[src/rtl/piano_pkg.sv]
// Shared types for the note link: frame layout, FSM states and the frame builder.
package piano_pkg;

    localparam int NOTE_W  = 8;
    localparam int FRAME_W = 32;
    localparam logic [NOTE_W-1:0] FRAME_PAD = 8'h00;

    typedef struct packed {
        logic [NOTE_W-1:0] pad;
        logic [NOTE_W-1:0] n3;
        logic [NOTE_W-1:0] n2;
        logic [NOTE_W-1:0] n1;
    } note_frame_t;

    typedef enum logic [1:0] {IDLE, SHIFT, GAP} spi_tx_state_t;

    function automatic note_frame_t build_frame(input logic [NOTE_W-1:0] n1,
                                                input logic [NOTE_W-1:0] n2,
                                                input logic [NOTE_W-1:0] n3);
        note_frame_t f;
        f.pad = FRAME_PAD;
        f.n3  = n3;
        f.n2  = n2;
        f.n1  = n1;
        return f;
    endfunction

endpackage

[src/rtl/spi_note_master_if.sv]
// Note-source handshake plus SPI pins of the note link transmitter.
// cs_n exists only when SPI_CS_EN is defined.
interface spi_note_master_if;
    import piano_pkg::*;

    logic [NOTE_W-1:0] note1;
    logic [NOTE_W-1:0] note2;
    logic [NOTE_W-1:0] note3;
    logic              in_valid;
    logic              in_ready;
    logic              busy;
    logic              sck;
    logic              sdo;
`ifdef SPI_CS_EN
    logic              cs_n;
`endif

    modport master (
        input  note1, note2, note3, in_valid,
        output in_ready, busy, sck, sdo
`ifdef SPI_CS_EN
        , output cs_n
`endif
    );

    modport slave (
        output note1, note2, note3, in_valid,
        input  in_ready, busy, sck, sdo
`ifdef SPI_CS_EN
        , input cs_n
`endif
    );

endinterface

[src/rtl/spi_note_master_sck_gen.sv]
// SPI mode-0 clock divider: CLK_DIV clks low then CLK_DIV clks high while enabled.
// rise/fall are one-clk strobes asserted on the clk edge at which sck toggles.
module spi_sck_gen #(
    parameter int CLK_DIV = 20
) (
    input  logic clk,
    input  logic reset_n,
    input  logic en,
    output logic sck,
    output logic rise,
    output logic fall
);
    localparam int DIV_W = $clog2(CLK_DIV + 1);
    localparam logic [DIV_W-1:0] DIV_LAST = DIV_W'(CLK_DIV - 1);

    logic [DIV_W-1:0] div_cnt;
    logic             wrap;

    assign wrap = en && (div_cnt == DIV_LAST);
    assign rise = wrap && !sck;
    assign fall = wrap && sck;

    always_ff @(posedge clk or negedge reset_n) begin
        if (!reset_n) begin
            div_cnt <= '0;
            sck     <= 1'b0;
        end else if (!en) begin
            div_cnt <= '0;
            sck     <= 1'b0;
        end else if (wrap) begin
            div_cnt <= '0;
            sck     <= !sck;
        end else begin
            div_cnt <= div_cnt + 1'b1;
        end
    end

endmodule

[src/rtl/spi_note_master.sv]
// Note link transmitter: packs three notes into a 32-bit SPI mode-0 frame, MSB first.
// Optional SPI_CS_EN macro adds an active-low chip select framing each transfer.
module spi_note_master
    import piano_pkg::*;
#(
    parameter int CLK_DIV    = 20,
    parameter int GAP_CYCLES = 16
) (
    input  logic              clk,
    input  logic              reset_n,
    spi_note_master_if.master bus
);
    localparam int GAP_W = (GAP_CYCLES > 0) ? $clog2(GAP_CYCLES + 1) : 1;
    localparam logic [GAP_W-1:0] GAP_LAST = GAP_W'((GAP_CYCLES > 0) ? GAP_CYCLES - 1 : 0);
    localparam logic [5:0] LAST_BIT = 6'd31;

    spi_tx_state_t    state;
    note_frame_t      shreg;
    logic [5:0]       bit_cnt;
    logic [GAP_W-1:0] gap_cnt;
    logic             in_ready_r;
    logic             busy_r;
    logic             rise;
    logic             fall;

`ifdef SPI_CS_EN
    localparam int DIV_W = $clog2(CLK_DIV + 1);
    localparam logic [DIV_W-1:0] DIV_LAST = DIV_W'(CLK_DIV - 1);
    logic             cs_n_r;
    logic [DIV_W-1:0] hold_cnt;
    assign bus.cs_n = cs_n_r;
`endif

    spi_sck_gen #(.CLK_DIV(CLK_DIV)) u_sck_gen (
        .clk     (clk),
        .reset_n (reset_n),
        .en      (state == SHIFT),
        .sck     (bus.sck),
        .rise    (rise),
        .fall    (fall)
    );

    // The register drains to zero after 32 shifts, so sdo idles low without extra logic.
    assign bus.sdo      = shreg[FRAME_W-1];
    assign bus.in_ready = in_ready_r;
    assign bus.busy     = busy_r;

    always_ff @(posedge clk or negedge reset_n) begin
        if (!reset_n) begin
            state      <= IDLE;
            shreg      <= '0;
            bit_cnt    <= '0;
            gap_cnt    <= '0;
            in_ready_r <= 1'b1;
            busy_r     <= 1'b0;
`ifdef SPI_CS_EN
            cs_n_r     <= 1'b1;
            hold_cnt   <= '0;
`endif
        end else begin
            case (state)
                IDLE: begin
                    if (bus.in_valid) begin
                        shreg      <= build_frame(bus.note1, bus.note2, bus.note3);
                        bit_cnt    <= '0;
                        state      <= SHIFT;
                        in_ready_r <= 1'b0;
                        busy_r     <= 1'b1;
`ifdef SPI_CS_EN
                        cs_n_r     <= 1'b0;
`endif
                    end
                end
                SHIFT: begin
                    if (fall) begin
                        shreg   <= note_frame_t'({shreg[FRAME_W-2:0], 1'b0});
                        bit_cnt <= bit_cnt + 6'd1;
                        if (bit_cnt == LAST_BIT) begin
`ifdef SPI_CS_EN
                            state <= GAP;
`else
                            if (GAP_CYCLES == 0) begin
                                state      <= IDLE;
                                in_ready_r <= 1'b1;
                                busy_r     <= 1'b0;
                            end else begin
                                state <= GAP;
                            end
`endif
                        end
                    end
                end
                GAP: begin
                    // With chip select, GAP first holds cs_n low for one sck half-period.
`ifdef SPI_CS_EN
                    if (!cs_n_r) begin
                        if (hold_cnt == DIV_LAST) begin
                            hold_cnt <= '0;
                            cs_n_r   <= 1'b1;
                            if (GAP_CYCLES == 0) begin
                                state      <= IDLE;
                                in_ready_r <= 1'b1;
                                busy_r     <= 1'b0;
                            end
                        end else begin
                            hold_cnt <= hold_cnt + 1'b1;
                        end
                    end else
`endif
                    if (gap_cnt == GAP_LAST) begin
                        gap_cnt    <= '0;
                        state      <= IDLE;
                        in_ready_r <= 1'b1;
                        busy_r     <= 1'b0;
                    end else begin
                        gap_cnt <= gap_cnt + 1'b1;
                    end
                end
                default: state <= IDLE;
            endcase
        end
    end

    always @(posedge clk) begin
        if (reset_n && rise) assert (state == SHIFT && bit_cnt < 6'd32);
    end

endmodule
[src/flat_wrapper.sv]
// flat-port wrapper written by rule: the top's interface ports become plain ports
module spi_note_master_flat import piano_pkg::*;
#(
    parameter int CLK_DIV    = 20,
    parameter int GAP_CYCLES = 16
)
  (clk, reset_n, bus_note1, bus_note2, bus_note3, bus_in_valid, bus_in_ready, bus_busy, bus_sck, bus_sdo);
  spi_note_master_if bus_i ();
  input  logic clk;
  input  logic reset_n;
  input wire logic [$bits(bus_i.note1)-1:0] bus_note1;
  input wire logic [$bits(bus_i.note2)-1:0] bus_note2;
  input wire logic [$bits(bus_i.note3)-1:0] bus_note3;
  input wire logic [$bits(bus_i.in_valid)-1:0] bus_in_valid;
  output wire logic [$bits(bus_i.in_ready)-1:0] bus_in_ready;
  output wire logic [$bits(bus_i.busy)-1:0] bus_busy;
  output wire logic [$bits(bus_i.sck)-1:0] bus_sck;
  output wire logic [$bits(bus_i.sdo)-1:0] bus_sdo;
  assign bus_i.note1 = bus_note1;
  assign bus_i.note2 = bus_note2;
  assign bus_i.note3 = bus_note3;
  assign bus_i.in_valid = bus_in_valid;
  assign bus_in_ready = bus_i.in_ready;
  assign bus_busy = bus_i.busy;
  assign bus_sck = bus_i.sck;
  assign bus_sdo = bus_i.sdo;
  spi_note_master #(.CLK_DIV(CLK_DIV), .GAP_CYCLES(GAP_CYCLES)) u_core (.clk(clk), .reset_n(reset_n), .bus(bus_i));
endmodule
[config.mk]
export PLATFORM = sky130hd
export DESIGN_NAME = spi_note_master_flat
export DESIGN_NICKNAME = d
export VERILOG_FILES = /design/src/rtl/piano_pkg.sv /design/src/rtl/spi_note_master_if.sv /design/src/rtl/spi_note_master_sck_gen.sv /design/src/rtl/spi_note_master.sv /design/src/flat_wrapper.sv
export SDC_FILE = /design/constraint.sdc
export NUM_CORES = 1
export LEC_CHECK = 0
export CAP_MARGIN = 20
export CORE_MARGIN = 2
export CORE_UTILIZATION = 25
export DETAILED_ROUTE_END_ITERATION = 10
export HOLD_SLACK_MARGIN = 0.12
export PLACE_DENSITY = 0.5
export SKIP_CTS_REPAIR_TIMING = 1
export SYNTH_ARGS = -nofsm -noshare
export SYNTH_HDL_FRONTEND = slang
export SYNTH_HIERARCHICAL = 1
export SYNTH_SLANG_ARGS = --single-unit
[constraint.sdc]
create_clock -name clk -period 2.51 [get_ports clk]
set_input_delay 0.502 -clock clk [delete_from_list [all_inputs] [get_ports clk]]
set_output_delay 0.502 -clock clk [all_outputs]
set_load 0.005 [all_outputs]
==> flow_summary.toml, run 1 <==
[die]
die_height_microns = 103
die-area_sq_mm = 0.0107
pin_count = 31
core_sq_mm = 0.00968
rows = 36
start_util_pct = 25.5
die_x_microns = 103

[setup_path]
cp-end-kind = "flop"
cp_max_fo = 19
worstPathArrival_ns = 2.41
critPathKind = "reg -> reg"
critPathLaunchType = "flop"
cp.required_ns = 2.71
reg2regPathDepth = 7

[clock_tree]
cts_buffers = 5
cts_tree = "built"
clk_path_buf_depth = 2
clkLatencyLatePin_ns = 0.31
cts.sinks = 53
htree_levels = 2
clk_pin_slew_ns = 0.11
cts-root-buf = "clkbuf_8"

[detailed_routing]
wl_met3_microns = 140
final_antenna_net_count = 0
maxUsedRoutingLayer = "met4"
dr.pass1.iters = 4
dr_wl_met2_mm = 2.22
first_iter_violations = 91
drc = 0
wirelength_mm = 4.97
num_vias = 1710
routed_via_density = 4.49
met1_length_mm = 2.56
routedWlPerCell_microns = 13.0

[synthesis]
synth_area_sq_mm = 0.00247
syn-instance-count = 216
syn-num-nets = 246
yosysWarnings = 6
syn_area_per_cell_sq_um = 11.4

[power]
vdd_drop_max_mv = 0.310
power_density_mw_per_mm2 = 793
leakage_nw = 1.42

[timing]
rsz0062_at_grt = "false"
max_freq_mhz = 452
clock_skew_ns = 0.0111
slew_headroom_pct = 61.1
finalHoldViolCount = 0
fin_setup_tns_ns = 0
setup-violations-final = 0
min_period_over_period_pct = 88.1
fin_crit_ns = 2.21
worst_slew_pin_slew_ns = 0.583
report.final.slew_viol_count = 0

[global_routing]
antenna_found_initial = 0
grt_max_degree = 31
grt_use_total_pct = 9.89
grt_pass1_vias = 1714
grt_overflow = 0
grt_pass1_wl_mm = 8.25

[finish]
nNetsFinal = 277
fin_cells = 381
drive_gt1_share_pct = 10.1
diodes = 0
syn_to_final_growth_pct = 22.3

[place]
io_buffers = 30
placed_cells = 373
dp_hpwl_mm = 3.29
gp_congestion = 0.788

[outcome]
status = "complete, no violations"

[flow_run]
maxCapViolations = 0

[worst_hold_path]
hp-class = "in -> async"
## cells in the final DEF (no fill, tap or decap), types with 2 or more instances in the layout
master            n
nand4b_1          2
or3_1             2
nand3_1          28
xnor2_1           2
ha_1              3
nand2_1           8
o21ai_0          10
dfrtp_1          52
nor2_1            3
a22o_1           10
xor2_1            2
nand2b_1          3
clkbuf_8          5
o21a_1            2
nor2b_1           2
a21oi_1           3
buf_4             6
nand3b_1          2
mux2i_1          25
o21ai_1          20
inv_1             2
clkdlybuf4s50_1  29
and2_1            2
or2b_1            2
## final cells by class
class / instances / area [sq um]
clock buffer: 5 / 68.8
timing repair buffer: 37 / 360
clock inverter: 3 / 46.3
fill: 989 / 6670
sequential: 53 / 1330
multi-input combinational: 148 / 1040
tap: 133 / 166
inverter: 2 / 7.51
## metal layers
metal	global-route usage (%)	vias to the layer above
met5	0	-
met1	13.8	839
met3	2.49	5
li1	-	848
met2	15.0	18
met4	3.34	0
## critical path: stages, from the launching register on
cell      delay (ns)
dfrtp_1         0.38
ha_1            0.23
and4bb_2        0.28
and3_2          0.24
and3b_1         0.47
nor2_4          0.08
buf_4           0.22
a22o_1          0.20
## final timing paths
check,startpoint,end,slack (ns)
setup / recovery,u_core/u_sck_gen/div_cnt[0],u_core/shreg[28],0.30
hold / removal,reset_n,u_core/shreg[23],0.18
setup reg to reg,u_core/u_sck_gen/div_cnt[0],u_core/shreg[28],0.30
hold reg to reg,u_core/u_sck_gen/div_cnt[0],u_core/u_sck_gen/div_cnt[0],0.47
max in group asynchronous,reset_n,u_core/bus.in_ready,1.71
min in group clk,u_core/u_sck_gen/div_cnt[0],u_core/u_sck_gen/div_cnt[0],0.47
## flip-flops by register name, summed over array words and instances (netlist names)
signal and cells:
u_core/u_sck_gen/div_cnt 5, u_core/bit_cnt 6, u_core/gap_cnt 5, u_core/bus.busy 1
u_core/bus.in_ready 1, u_core/u_sck_gen/sck 1, u_core/shreg 31, u_core/bus.sdo 1
u_core/state 2
## power by group
part	switching, mW	internal, mW	total (mW)
combinational	0.246	0.306	0.553
clock	0.297	0.299	0.596
sequential	0.161	1.08	1.25
total	0.704	1.69	2.39
## through the flow
stage          area [sq um]  total power, mW  hold slack [ns]  util, %  setup WS, ns
6_report               3020             2.39            0.182     31.2         0.299
5_1_grt                3020             2.57            0.230     31.2         0.169
4_1_cts                3020             2.43            0.198     31.2         0.289
3_5_place_dp           2900             1.83            0.452     30.0         0.305
3_3_place_gp           2900             1.82            0.451     30.0         0.355
2_1_floorplan          2470             1.63            0.206        -         0.564
Note: power is estimated with default switching activity, not from simulation.
==> inputs of run 2 (changes only) <==
--- a/config.mk
+++ b/config.mk
@@ -5,6 +5,7 @@
 export SDC_FILE = /design/constraint.sdc
 export NUM_CORES = 1
 export LEC_CHECK = 0
+export ABC_CLOCK_PERIOD_IN_PS = 2510
 export CAP_MARGIN = 20
 export CORE_MARGIN = 2
 export CORE_UTILIZATION = 25
==> results of run 2 <==
No change in the layout: final DEF, timing and power equal those of run 1.
==> inputs of run 3 (changes only) <==
--- a/config.mk
+++ b/config.mk
@@ -7,6 +7,7 @@
 export LEC_CHECK = 0
 export ABC_CLOCK_PERIOD_IN_PS = 2510
 export CAP_MARGIN = 20
+export CORE_ASPECT_RATIO = 1.2
 export CORE_MARGIN = 2
 export CORE_UTILIZATION = 25
 export DETAILED_ROUTE_END_ITERATION = 10
==> run 3 against run 2 <==
- critical path depth did not move
- critical endpoint is now u_core/shreg[7]
- via count rose by 0.88%
- sequential power barely moved
- fmax rose by 3.9%
- largest power group unchanged
- die area barely moved
- first-iteration DRC count rose by 24%
- cell area rose by 1.4%
- total power rose by 4.6%
- non-clock buffer count rose by 1
- utilization rose by 0.84 points
- wire length rose by 1.3%
- clock power rose by 16%
==> flow_summary.toml, run 3 (synthesized netlist as in run 1, its figures left out) <==
[outcome]
status = "complete, no violations"

[detailed_routing]
final_antenna_net_count = 0
maxUsedRoutingLayer = "met4"
drc = 0
routed_via_density = 4.64
wirelength_mm = 5.03
routedWlPerCell_microns = 13.5
first_iter_violations = 113
num_vias = 1725
dr.pass1.iters = 5
wl_met3_microns = 178
met1_length_mm = 2.40
dr_wl_met2_mm = 2.40

[clock_tree]
clkLatencyLatePin_ns = 0.29
clk_path_buf_depth = 2
cts_buffers = 5
cts.sinks = 53
cts_tree = "built"
htree_levels = 2
clk_pin_slew_ns = 0.07
cts-root-buf = "clkbuf_16"

[place]
gp_congestion = 0.716
placed_cells = 364
dp_hpwl_mm = 3.50
io_buffers = 30

[timing]
report.final.slew_viol_count = 0
slew_headroom_pct = 66.9
max_freq_mhz = 470
fin_crit_ns = 2.13
fin_setup_tns_ns = 0
rsz0062_at_grt = "false"
setup-violations-final = 0
clock_skew_ns = 0.00555
worst_slew_pin_slew_ns = 0.496
min_period_over_period_pct = 84.8
finalHoldViolCount = 0

[finish]
diodes = 0
fin_cells = 372
regMostFlops = "u_core/shreg"
largest_reg_flops = 31
syn_to_final_growth_pct = 24.0
final_common_cell = "dfrtp_1"
drive_gt1_share_pct = 10.4
nNetsFinal = 278
final_cell_mix = "52 x dfrtp_1, 29 x clkdlybuf4s50_1, 28 x nand3_1, 25 x mux2i_1, 20 x o21ai_1"
top_regs = "u_core/shreg (31), u_core/bit_cnt (6)"

[die]
die_height_microns = 113
core_sq_mm = 0.00956
die-area_sq_mm = 0.0107
pin_count = 31
start_util_pct = 25.8
rows = 39
die_x_microns = 94.7

[setup_path]
cp-end-kind = "flop"
cp_max_fo = 14
reg2regPathDepth = 7
critPathKind = "reg -> reg"
critPathLaunchType = "flop"
worst_r2r_endpoint = "u_core/shreg[7]"
path_cells = "ha_1, and4bb_2, and3_2, and3b_1, nor2_4, buf_4, o21ai_0"
r2r_setup_slack_ns = 0.38
cp.required_ns = 2.68
worstPathArrival_ns = 2.30
r2r-start = "u_core/u_sck_gen/div_cnt[0]"
critPathMaxStageDelay_ns = 0.40
cp_slowest_cell = "dfrtp_1"

[worst_hold_path]
hp-class = "in -> async"

[power]
p_clk_share_pct = 27.7
internal_power_mw = 1.77
pwr-share-seq_pct = 49.9
p_sw_uw = 732
leakage_nw = 1.45
swShare_pct = 29.2
power_density_mw_per_mm2 = 818
combPwrFrac_pct = 22.4
vdd_drop_max_mv = 0.310

[global_routing]
grt_max_degree = 34
antenna_found_initial = 0
grt_use_total_pct = 9.84
grt_pass1_wl_mm = 8.25
grt_pass1_vias = 1685
grt_overflow = 0

[flow_run]
maxCapViolations = 0
-- run 3: cell types whose count changed in the layout (fill, tap and decap cells not counted) --
cell | previous run | this run
buf_12 | 1 | 2
clkinv_4 | 1 | 0
inv_6 | 0 | 2
bufinv_16 | 1 | 0
clkbuf_16 | 0 | 5
clkbuf_8 | 5 | 0
-- run 3: area by class of cell --
| cell class | instances | area [sq um] |
|---|---|---|
| clock buffer | 5 | 125 |
| clock inverter | 3 | 25.0 |
| fill | 1020 | 6500 |
| inverter | 2 | 7.51 |
| multi-input combinational | 148 | 1040 |
| sequential | 53 | 1330 |
| tap | 123 | 154 |
| timing repair buffer | 38 | 380 |
-- run 3: per-layer routing --
| metal | up-vias | track usage, % |
|---|---|---|
| met1 | 845 | 13.4 |
| met4 | 0 | 3.19 |
| li1 | 849 | - |
| met2 | 27 | 15.5 |
| met5 | - | 0 |
| met3 | 4 | 2.26 |
-- run 3: how the worst max path moves through the flow --
stage / endpoint / start / cells after the start / slack, ns
CTS: u_core/shreg[23] / u_core/u_sck_gen/div_cnt[0] / 7 / 0.35
floorplan: u_core/bit_cnt[5] / u_core/state[0] / 8 / 0.56
global placement: u_core/shreg[7] / u_core/u_sck_gen/div_cnt[0] / 7 / 0.38
global route: u_core/bit_cnt[5] / u_core/u_sck_gen/div_cnt[0] / 6 / 0.18
finish: u_core/shreg[7] / u_core/u_sck_gen/div_cnt[0] / 7 / 0.38
detailed placement: u_core/bit_cnt[0] / bus_in_valid / 5 / 0.35
-- run 3: power groups by stage --
stage	logic, mW	clock network (mW)	registers, mW
after detailed placement	0.576	0	1.27
after CTS	0.577	0.724	1.25
final	0.562	0.693	1.25
after floorplan	0.413	0	1.22
after global routing	0.652	0.755	1.28
after global placement	0.559	0	1.26
-- run 3: worst max-delay path, delay by kind of cell (launching register included) --
family	cells	cell delay, ns
flops	1	0.40
fa+ha+maj	1	0.26
compound gates	1	0.11
buf+inv	1	0.25
simple gates	4	1.00
-- run 3: through the flow --
stage	util [%]	setup WS, ns	power, mW	cell area [sq um]	hold slack [ns]
6_report	32.0	0.382	2.50	3060	0.173
2_1_floorplan	-	0.564	1.63	2470	0.206
3_5_place_dp	30.4	0.354	1.84	2910	0.456
3_3_place_gp	30.4	0.377	1.82	2910	0.448
5_1_grt	32.0	0.184	2.69	3060	0.205
4_1_cts	32.0	0.352	2.55	3060	0.192
